<file path="src/rtl/pilot_phase_corr_if.sv">
// pilot_phase_corr_if: sample/pilot/output bundle for the common-phase-error corrector
// Signals: in_valid/in_ready/in_r/in_i     data subcarriers from the FFT/pilot-extract stage
//          pilot_valid/pilot_r/pilot_i     conjugated pilot average strobe and value
//          out_valid/out_last/out_r/out_i  corrected samples to the demapper (no backpressure)
// Modports: master = surrounding receiver chain, slave = corrector
interface pilot_phase_corr_if #(parameter int Q = 16);
   logic in_valid;
   logic in_ready;
   logic signed [Q-1:0] in_r;
   logic signed [Q-1:0] in_i;
   logic pilot_valid;
   logic signed [Q-1:0] pilot_r;
   logic signed [Q-1:0] pilot_i;
   logic out_valid;
   logic out_last;
   logic signed [Q-1:0] out_r;
   logic signed [Q-1:0] out_i;
   modport master(output in_valid, in_r, in_i, pilot_valid, pilot_r, pilot_i,
                  input in_ready, out_valid, out_last, out_r, out_i);
   modport slave(input in_valid, in_r, in_i, pilot_valid, pilot_r, pilot_i,
                 output in_ready, out_valid, out_last, out_r, out_i);
endinterface

</file>
<file path="src/rtl/pilot_phase_corr.sv">
// pilot_phase_corr: buffers one OFDM symbol, multiplies each data subcarrier by that symbol's conjugated pilot
// Ports: clk    rising-edge clock
//        rst_n  asynchronous reset, active-high
//        bus    pilot_phase_corr_if slave: data in (valid/ready), pilot strobe, corrected data out
module pilot_phase_corr #(
   parameter int Q      = 16,
   parameter int Q_DEC  = 9,
   parameter int N_DATA = 48
) (
   input logic clk,
   input logic rst_n,
   pilot_phase_corr_if.slave bus
);
   localparam int AW = $clog2(N_DATA);
   localparam logic [AW-1:0] LAST = AW'(N_DATA - 1);
   localparam logic signed [2*Q:0] MAXV = {{(Q+2){1'b0}}, {(Q-1){1'b1}}};
   localparam logic signed [2*Q:0] MINV = {{(Q+2){1'b1}}, {(Q-1){1'b0}}};
   typedef enum logic [1:0] {IDLE, FILL, WAIT, DRAIN} state_t;
   state_t state, state_n;
   logic [AW-1:0] count, count_n;
   logic rdy, acc, go, rd;
   logic pend;
   logic signed [Q-1:0] stg_r, stg_i, act_r, act_i;
   logic [2*Q-1:0] mem [N_DATA];
   logic [2*Q-1:0] rd_data;
   logic rd_v, rd_last;
   logic signed [Q-1:0] d_r, d_i;
   logic signed [2*Q:0] full_r, full_i;
   function automatic logic signed [2*Q:0] ext(input logic signed [Q-1:0] v);
      return {{(Q+1){v[Q-1]}}, v};
   endfunction
   // floor shift by Q_DEC, then clamp to the Q-bit signed range
   function automatic logic signed [Q-1:0] sat(input logic signed [2*Q:0] v);
      logic signed [2*Q:0] s;
      s = v >>> Q_DEC;
      return s > MAXV ? MAXV[Q-1:0] : s < MINV ? MINV[Q-1:0] : s[Q-1:0];
   endfunction
   always_comb begin
      state_n = state;
      count_n = count;
      rdy = (state == IDLE) || (state == FILL);
      acc = bus.in_valid && rdy;
      go = (state == WAIT) && (pend || bus.pilot_valid);
      rd = state == DRAIN;
      case (state)
         IDLE: if (acc) begin
            state_n = FILL;
            count_n = AW'(1);
         end
         FILL: if (acc) begin
            state_n = count == LAST ? WAIT : FILL;
            count_n = count == LAST ? '0 : count + 1'b1;
         end
         WAIT: if (go) state_n = DRAIN;
         DRAIN: begin
            state_n = count == LAST ? IDLE : DRAIN;
            count_n = count == LAST ? '0 : count + 1'b1;
         end
         default: state_n = IDLE;
      endcase
   end
   assign bus.in_ready = rdy;
   // count doubles as write address in FILL and read address in DRAIN
   always_ff @(posedge clk) begin
      if (acc) mem[count] <= {bus.in_r, bus.in_i};
      if (rd) rd_data <= mem[count];
   end
   always_comb begin
      d_r = rd_data[2*Q-1:Q];
      d_i = rd_data[Q-1:0];
      full_r = ext(d_r) * ext(act_r) - ext(d_i) * ext(act_i);
      full_i = ext(d_r) * ext(act_i) + ext(d_i) * ext(act_r);
   end
   always_ff @(posedge clk or posedge rst_n) begin
      if (rst_n) begin
         state <= IDLE;
         count <= '0;
         pend <= 1'b0;
         stg_r <= '0;
         stg_i <= '0;
         act_r <= '0;
         act_i <= '0;
         rd_v <= 1'b0;
         rd_last <= 1'b0;
         bus.out_valid <= 1'b0;
         bus.out_last <= 1'b0;
         bus.out_r <= '0;
         bus.out_i <= '0;
      end else begin
         state <= state_n;
         count <= count_n;
         // a pilot consumed on the WAIT->DRAIN edge never leaves pend behind
         pend <= go ? 1'b0 : (bus.pilot_valid ? 1'b1 : pend);
         if (bus.pilot_valid) begin
            stg_r <= bus.pilot_r;
            stg_i <= bus.pilot_i;
         end
         if (go) begin
            act_r <= bus.pilot_valid ? bus.pilot_r : stg_r;
            act_i <= bus.pilot_valid ? bus.pilot_i : stg_i;
         end
         rd_v <= rd;
         rd_last <= rd && (count == LAST);
         bus.out_valid <= rd_v;
         bus.out_last <= rd_last;
         if (rd_v) begin
            bus.out_r <= sat(full_r);
            bus.out_i <= sat(full_i);
         end
      end
   end
endmodule

</file>
<file path="src/flat_wrapper.sv">
// flat-port wrapper written by rule: the top's interface ports become plain ports
module pilot_phase_corr_flat 
#(
   parameter int Q      = 16,
   parameter int Q_DEC  = 9,
   parameter int N_DATA = 48
)
  (clk, rst_n, bus_in_valid, bus_in_r, bus_in_i, bus_pilot_valid, bus_pilot_r, bus_pilot_i, bus_in_ready, bus_out_valid, bus_out_last, bus_out_r, bus_out_i);
  pilot_phase_corr_if #(.Q(Q)) bus_i ();
  input logic clk;
  input logic rst_n;
  input wire logic [$bits(bus_i.in_valid)-1:0] bus_in_valid;
  input wire logic [$bits(bus_i.in_r)-1:0] bus_in_r;
  input wire logic [$bits(bus_i.in_i)-1:0] bus_in_i;
  input wire logic [$bits(bus_i.pilot_valid)-1:0] bus_pilot_valid;
  input wire logic [$bits(bus_i.pilot_r)-1:0] bus_pilot_r;
  input wire logic [$bits(bus_i.pilot_i)-1:0] bus_pilot_i;
  output wire logic [$bits(bus_i.in_ready)-1:0] bus_in_ready;
  output wire logic [$bits(bus_i.out_valid)-1:0] bus_out_valid;
  output wire logic [$bits(bus_i.out_last)-1:0] bus_out_last;
  output wire logic [$bits(bus_i.out_r)-1:0] bus_out_r;
  output wire logic [$bits(bus_i.out_i)-1:0] bus_out_i;
  assign bus_i.in_valid = bus_in_valid;
  assign bus_i.in_r = bus_in_r;
  assign bus_i.in_i = bus_in_i;
  assign bus_i.pilot_valid = bus_pilot_valid;
  assign bus_i.pilot_r = bus_pilot_r;
  assign bus_i.pilot_i = bus_pilot_i;
  assign bus_in_ready = bus_i.in_ready;
  assign bus_out_valid = bus_i.out_valid;
  assign bus_out_last = bus_i.out_last;
  assign bus_out_r = bus_i.out_r;
  assign bus_out_i = bus_i.out_i;
  pilot_phase_corr #(.Q(Q), .Q_DEC(Q_DEC), .N_DATA(N_DATA)) u_core (.clk(clk), .rst_n(rst_n), .bus(bus_i));
endmodule
</file>
<file path="config.mk">
export PLATFORM = sky130hd
export DESIGN_NAME = pilot_phase_corr_flat
export DESIGN_NICKNAME = d
export VERILOG_FILES = /design/src/rtl/pilot_phase_corr_if.sv /design/src/rtl/pilot_phase_corr.sv /design/src/flat_wrapper.sv
export SDC_FILE = /design/constraint.sdc
export NUM_CORES = 2
export LEC_CHECK = 0
export ABC_CLOCK_PERIOD_IN_PS = 11280
export BUFFER_PORTS_ARGS = -buffer_cell sky130_fd_sc_hd__buf_2
export CAP_MARGIN = 40
export CORE_UTILIZATION = 42
export CTS_CLUSTER_DIAMETER = 60
export DETAILED_ROUTE_END_ITERATION = 6
export PLACE_DENSITY_LB_ADDON = 0.1
export RECOVER_POWER = 50
export REMOVE_ABC_BUFFERS = 1
export SYNTH_ARGS = -nofsm -noshare
export SYNTH_HDL_FRONTEND = slang
export SYNTH_SLANG_ARGS = --single-unit
</file>
<file path="constraint.sdc">
create_clock -name clk -period 11.28 [get_ports clk]
set_input_delay 2.82 -clock clk [delete_from_list [all_inputs] [get_ports clk]]
set_output_delay 2.82 -clock clk [all_outputs]
set_load 0.01 [all_outputs]
</file>
# Word-level counts from Yosys, hierarchy flattened
# Memory sizes are Yosys's and may differ from the RTL's. A register that Yosys moved wholly into a read port is not among the register bits.
# Cells that the tools add are included.
# op_classes
n_addsub	3
n_eq_ne	7
mux	20
n_reduce_logical	10
mul	4
magnitude_cmp	4
# op_table
operator	count
multiplier 16 x 16 -> 32 bit	4
2-to-1 mux 16 bit	6
greater-than comparator 24 x 16 -> 1 bit (second input constant)	2
< comparator 24 x 16 -> 1 bit (second input constant)	2
adder 32 x 32 -> 33 bit	1
subtractor 32 x 32 -> 33 bit	1
2-to-1 mux 6 bit	3
one-hot mux 6 bit (3 select lines)	1
2-to-1 mux 2 bit	5
one-hot mux 2 bit (4 select lines)	1
adder 6 x 1 -> 6 bit (second input constant)	1
== test 6 bit (second input constant)	1
inequality test 2 x 1 -> 1 bit (second input constant)	3
AND reduction 3 bit	2
== test 2 bit (second input constant)	2
2-to-1 mux 1 bit	4
logical AND 1 bit	3
nonzero test 3 bit	1
== test 2 x 1 -> 1 bit (second input constant)	1
zero test 2 bit	1
logical OR 1 bit	2
nonzero test 2 bit	1
# totals
n_memories	1
ff_bits	109
ramBits	1536
output_inout_bits	35
elab_cells	62
# memory_table
name	depth	word_bits	read_ports	rd_clocked_by_memory_dff	write_ports	line	source
u_core.mem	48	32	1	1	1	pilot_phase_corr.sv:24	logic [2*Q-1:0] mem [N_DATA];

# Logic depth before layout (Yosys ltp)
# depth
ltp_word	5
depth_mapped	31

# Worst setup path before layout
# Ideal clock, no wire load.
# synth_timing
kind	register to register
startpoint	register u_core.rd_data[15], read port of u_core.mem
endpoint	register u_core.bus.out_i[8]
path_stages_with_launch	29
arrival_time_ns	8.211
path_buffers	4
required_time_ns	11.198
setup_slack_ns	2.987
cell_sequence	edfxtp_1 clkbuf_1 clkbuf_1 nand2_1 fa_1 inv_1 fa_1 inv_1 fa_1 inv_1 fa_1 fa_1 fa_1 fa_1 inv_1 fa_1 inv_1 ha_1 clkbuf_1 a21o_1 a21o_1 a21o_1 o31a_1 nor4_1 nand4_1 nor4_1 buf_2 nand3_1 a31oi_1
# synth_between
elab_chain_len	5
# synth_lines
item	line	source
start, declared	pilot_phase_corr.sv:25	logic [2*Q-1:0] rd_data;
multiplier 16 x 16 -> 32 bit (*)	pilot_phase_corr.sv:72	full_i = ext(d_r) * ext(act_i) + ext(d_i) * ext(act_r);
adder 32 x 32 -> 33 bit (*)	pilot_phase_corr.sv:72	
< comparator 24 x 16 -> 1 bit	pilot_phase_corr.sv:36	return s > MAXV ? MAXV[Q-1:0] : s < MINV ? MINV[Q-1:0] : s[Q-1:0];
2-to-1 mux 16 bit	pilot_phase_corr.sv:36	
2-to-1 mux 16 bit (*)	pilot_phase_corr.sv:36	
end signal, assigned	pilot_phase_corr.sv:108	bus.out_i <= sat(full_i);
end, declared	pilot_phase_corr_if.sv:21	output in_ready, out_valid, out_last, out_r, out_i);
# Every way passes the cells marked *; elsewhere a longest branch is shown, timed or not.
# A chain may end at the register's enable or synchronous reset.

# Final worst setup path
# layout_timing
startpoint	register u_core.act_r[0]
endpoint	register u_core.bus.out_r[1]
# layout_between
elab_chain_len	5
# layout_lines
item	line	source
start, declared	pilot_phase_corr.sv:23	logic signed [Q-1:0] stg_r, stg_i, act_r, act_i;
start signal, assigned	pilot_phase_corr.sv:99	act_r <= bus.pilot_valid ? bus.pilot_r : stg_r;
multiplier 16 x 16 -> 32 bit (*)	pilot_phase_corr.sv:71	full_r = ext(d_r) * ext(act_r) - ext(d_i) * ext(act_i);
subtractor 32 x 32 -> 33 bit (*)	pilot_phase_corr.sv:71	
< comparator 24 x 16 -> 1 bit	pilot_phase_corr.sv:36	
2-to-1 mux 16 bit	pilot_phase_corr.sv:36	
2-to-1 mux 16 bit (*)	pilot_phase_corr.sv:36	
end signal, assigned	pilot_phase_corr.sv:107	bus.out_r <= sat(full_r);
end, declared	pilot_phase_corr_if.sv:21	
# Marks and branches as above.

==> results.toml <==
[critical_path]
timing.critical_path.from = "u_core.act_r[0]"
required_ps = 11980
timing.rr.start = "u_core.act_r[0]"
worstPathMaxFanout = 18
critical-path-max-stage-delay_ps = 940
criticalPathCategory = "reg2reg"
reg2regPathDepth = 25
worst_path_most_repeated_cell = "sky130_fd_sc_hd__fa_1"
critPathLaunchType = "flop"
regToRegEndpoint = "u_core.bus.out_r[1]"
cp_data_arrival_time_ps = 10100
cp_num_buf_inv = 7
regToRegSetupSlack_ps = 1880
worst_path_dominant_cell_family = "adder cells"
critPathCaptureType = "flop"
crit_path_end = "u_core.bus.out_r[1]"
timing.critical_path.slowest_stage_cell = "sky130_fd_sc_hd__fa_1"
cp.depth = 25

[floorplanning]
die_w_um = 494.4
core.rowCount = 180
coreArea_um2 = 240800
num_io_pins = 103
die_area_um2 = 244400
die_y_um = 494.4
initial_core_utilization = 0.4230

[final_layout]
filler_cell_count = 21373
layout.cells.most_common_list = "1568 x sky130_fd_sc_hd__edfxtp_1, 1335 x sky130_fd_sc_hd__inv_1, 1172 x sky130_fd_sc_hd__fa_1"
final_net_count = 9380
mostFrequentLayoutCell = "sky130_fd_sc_hd__edfxtp_1"
layout-drive-gt1-share = 0.09135
postLayoutCellArea_um2 = 113100
area.growth.synth_to_final_pct = 11.07

[synthesis]
synth_ff_type = "sky130_fd_sc_hd__edfxtp_1"
synth_seq_area_share = 0.4892
synth_warnings = 0
number_of_standard_cells_after_synthesis = 7749
synth_edf_count = 1568
synth_cell_type_count = 77
post_synth.cell_area_avg_um2 = 13.14
netlist_area_um2 = 101800
synth.ff_latch_count = 1677
asyncSetResetFlopFracSynth = 0.06500

[cts]
clock_tree_from_tritoncts = "done"
cts.reportedPaths.clkPinSlew_ps = 60
clk-insertion-delay-late_ps = 850
cts_inserted_buffers = 182
cts_hold_fix_bufs = 0
clock_tree.htree_level_count = 4
post-cts-setup-buffer-count = 0
cts-root-to-sink-buffers = 3
cts_repair_resize_count = 0
clock_sink_count = 1677
clock_tree.root_cell = "sky130_fd_sc_hd__clkbuf_16"

[placed_design]
place_area_um2 = 107300
place.gp.congestion = 0.8590
port_buffers = 102
pre_cts_slack_ps = 1848
post_detail_place_hpwl_um = 194700

[timing]
slew_headroom = -1.190
final-setup-viol-count = 0
worstMarginPinSlew_ps = 3286
highest_achievable_clock_rate_mhz = 106.4
timing_hold_violations_final = 0
period_utilization = 0.8335
maxSlewViolCount = 1775
min_period_ps = 9402
rsz0062_at_grt = "false"
finalWorstSetupSlack_ps = 1878
clock-skew-final_ps = 77.61

[global_route]
grt_antenna_before_repair = 22
grt_pass1_vias = 66449
grt_pass1_wl_um = 447700
grt_start_max_net_pins = 117
grt.overflow.total = 0
globalRouteTotalUtil = 0.2521

[drt]
route.detailed.vias_per_inst = 5.482
wl_um = 303700
route.vias.total = 61330
drc_errors = 0
detailedRoute.firstPassIterationCount = 7
detail-route-antenna-nets = 0
drt-initial-drc-count = 4231
post_drt_wl_per_cell_um = 27.15

[flow_run]
timing.max_cap.violations = 37

[hold_path]
min_path_type = "reg2reg"

[run_status]
status = "finished, violations left"
failed_checks = "max-capacitance violations, max-slew violations"
-- through the flow --
stage | hold slack, ps | TNS (ps) | utilization | instances
final | 387.9 | 0 | 0.4698 | 11188
after global routing | 412.7 | 0 | 0.4697 | 11180
after CTS | 397.7 | 0 | 0.4701 | 11175
after detailed placement | 374.0 | 0 | 0.4456 | 10837
after global placement | 382.4 | 0 | 0.4432 | 10796
after floorplan | 331.2 | -381030 | - | 7321
-- flip-flops by register name (all words and copies together), names as in the netlist, 2 cells and up --
name              cells
u_core.bus.out_i     16
u_core.count          6
u_core.rd_data       32
u_core.act_r         16
u_core.stg_r         16
u_core.mem         1536
u_core.stg_i         16
u_core.state          2
u_core.act_i         16
u_core.bus.out_r     16
-- routing by layer --
layer	part of all wire	track usage
met3	0.048	0.02720
met2	0.52	0.4563
met5	0.000043	0
met4	0.026	0.06937
met1	0.41	0.3183
-- cell usage after synthesis (12+ instances only) --
cell                        number  area, um^2
sky130_fd_sc_hd__nor2b_1        18       112.6
sky130_fd_sc_hd__mux2_2        106        1194
sky130_fd_sc_hd__dfrtp_1       109        2728
sky130_fd_sc_hd__nor3_1         13       65.06
sky130_fd_sc_hd__edfxtp_1     1568       47090
sky130_fd_sc_hd__a22o_1        127        1112
sky130_fd_sc_hd__a41oi_1        29       254.0
sky130_fd_sc_hd__nor2_1        160       600.6
sky130_fd_sc_hd__mux2i_1        27       270.3
sky130_fd_sc_hd__nand3_1        65       325.3
sky130_fd_sc_hd__a221oi_1      144        1261
sky130_fd_sc_hd__buf_1          51       191.4
sky130_fd_sc_hd__inv_1        1336        5015
sky130_fd_sc_hd__o21a_1         12       90.09
sky130_fd_sc_hd__nand2_1       578        2170
sky130_fd_sc_hd__nand2b_1       35       219.0
sky130_fd_sc_hd__a22oi_1       400        3003
sky130_fd_sc_hd__and2_1        532        3328
sky130_fd_sc_hd__o21ai_0        67       335.3
sky130_fd_sc_hd__a21o_1         13       97.59
sky130_fd_sc_hd__a31oi_1       115       719.4
sky130_fd_sc_hd__xor2_1         23       201.4
sky130_fd_sc_hd__clkbuf_1      371        1393
sky130_fd_sc_hd__xnor2_1        65       569.3
sky130_fd_sc_hd__fa_1         1172       23460
sky130_fd_sc_hd__nor4_1         36       225.2
sky130_fd_sc_hd__ha_1          303        3791
sky130_fd_sc_hd__a21oi_1       114       570.6
sky130_fd_sc_hd__nand4_1        24       150.1
sky130_fd_sc_hd__o2bb2ai_1      17       148.9
-- cell type report --
cell class                 instances  area (um^2)  share of cell area
sequential                      1677        49830              0.4406
multi-input combinational       4306        45810              0.4050
inverter                        1338         5024             0.04442
clock buffer                     215         4678             0.04136
tap                             3185         3985             0.03523
timing repair buffer             332         2532             0.02239
clock inverter                   123         1216             0.01075
antenna                           12        30.03           0.0002655
-- cells by family after synthesis --
| group | Yosys count | share of synthesized area |
|---|---|---|
| AOI/OAI and AO/OA | 1108 | 0.08069 |
| muxes | 144 | 0.01681 |
| adders and majority gates | 1475 | 0.2676 |
| buffers and inverters | 1766 | 0.06523 |
| and+or+nand+nor | 1490 | 0.07273 |
| xor gates and xnor gates | 89 | 0.007729 |
| DFF | 1677 | 0.4892 |
-- worst min path at each step --
stage / end / slack, ps / depth (start not counted) / start
CTS: u_core.bus.out_last / 400 / 0 / u_core.rd_last
detailed placement: u_core.bus.out_last / 370 / 0 / u_core.rd_last
floorplan: u_core.bus.out_last / 330 / 0 / u_core.rd_last
global route: u_core.bus.out_last / 410 / 0 / u_core.rd_last
global placement: u_core.bus.out_last / 380 / 0 / u_core.rd_last
finish: u_core.bus.out_last / 390 / 0 / u_core.rd_last
Power is left out: the tool's default activity adds up to more than one toggle a clock period on the data nets, which glitch-free logic cannot reach.
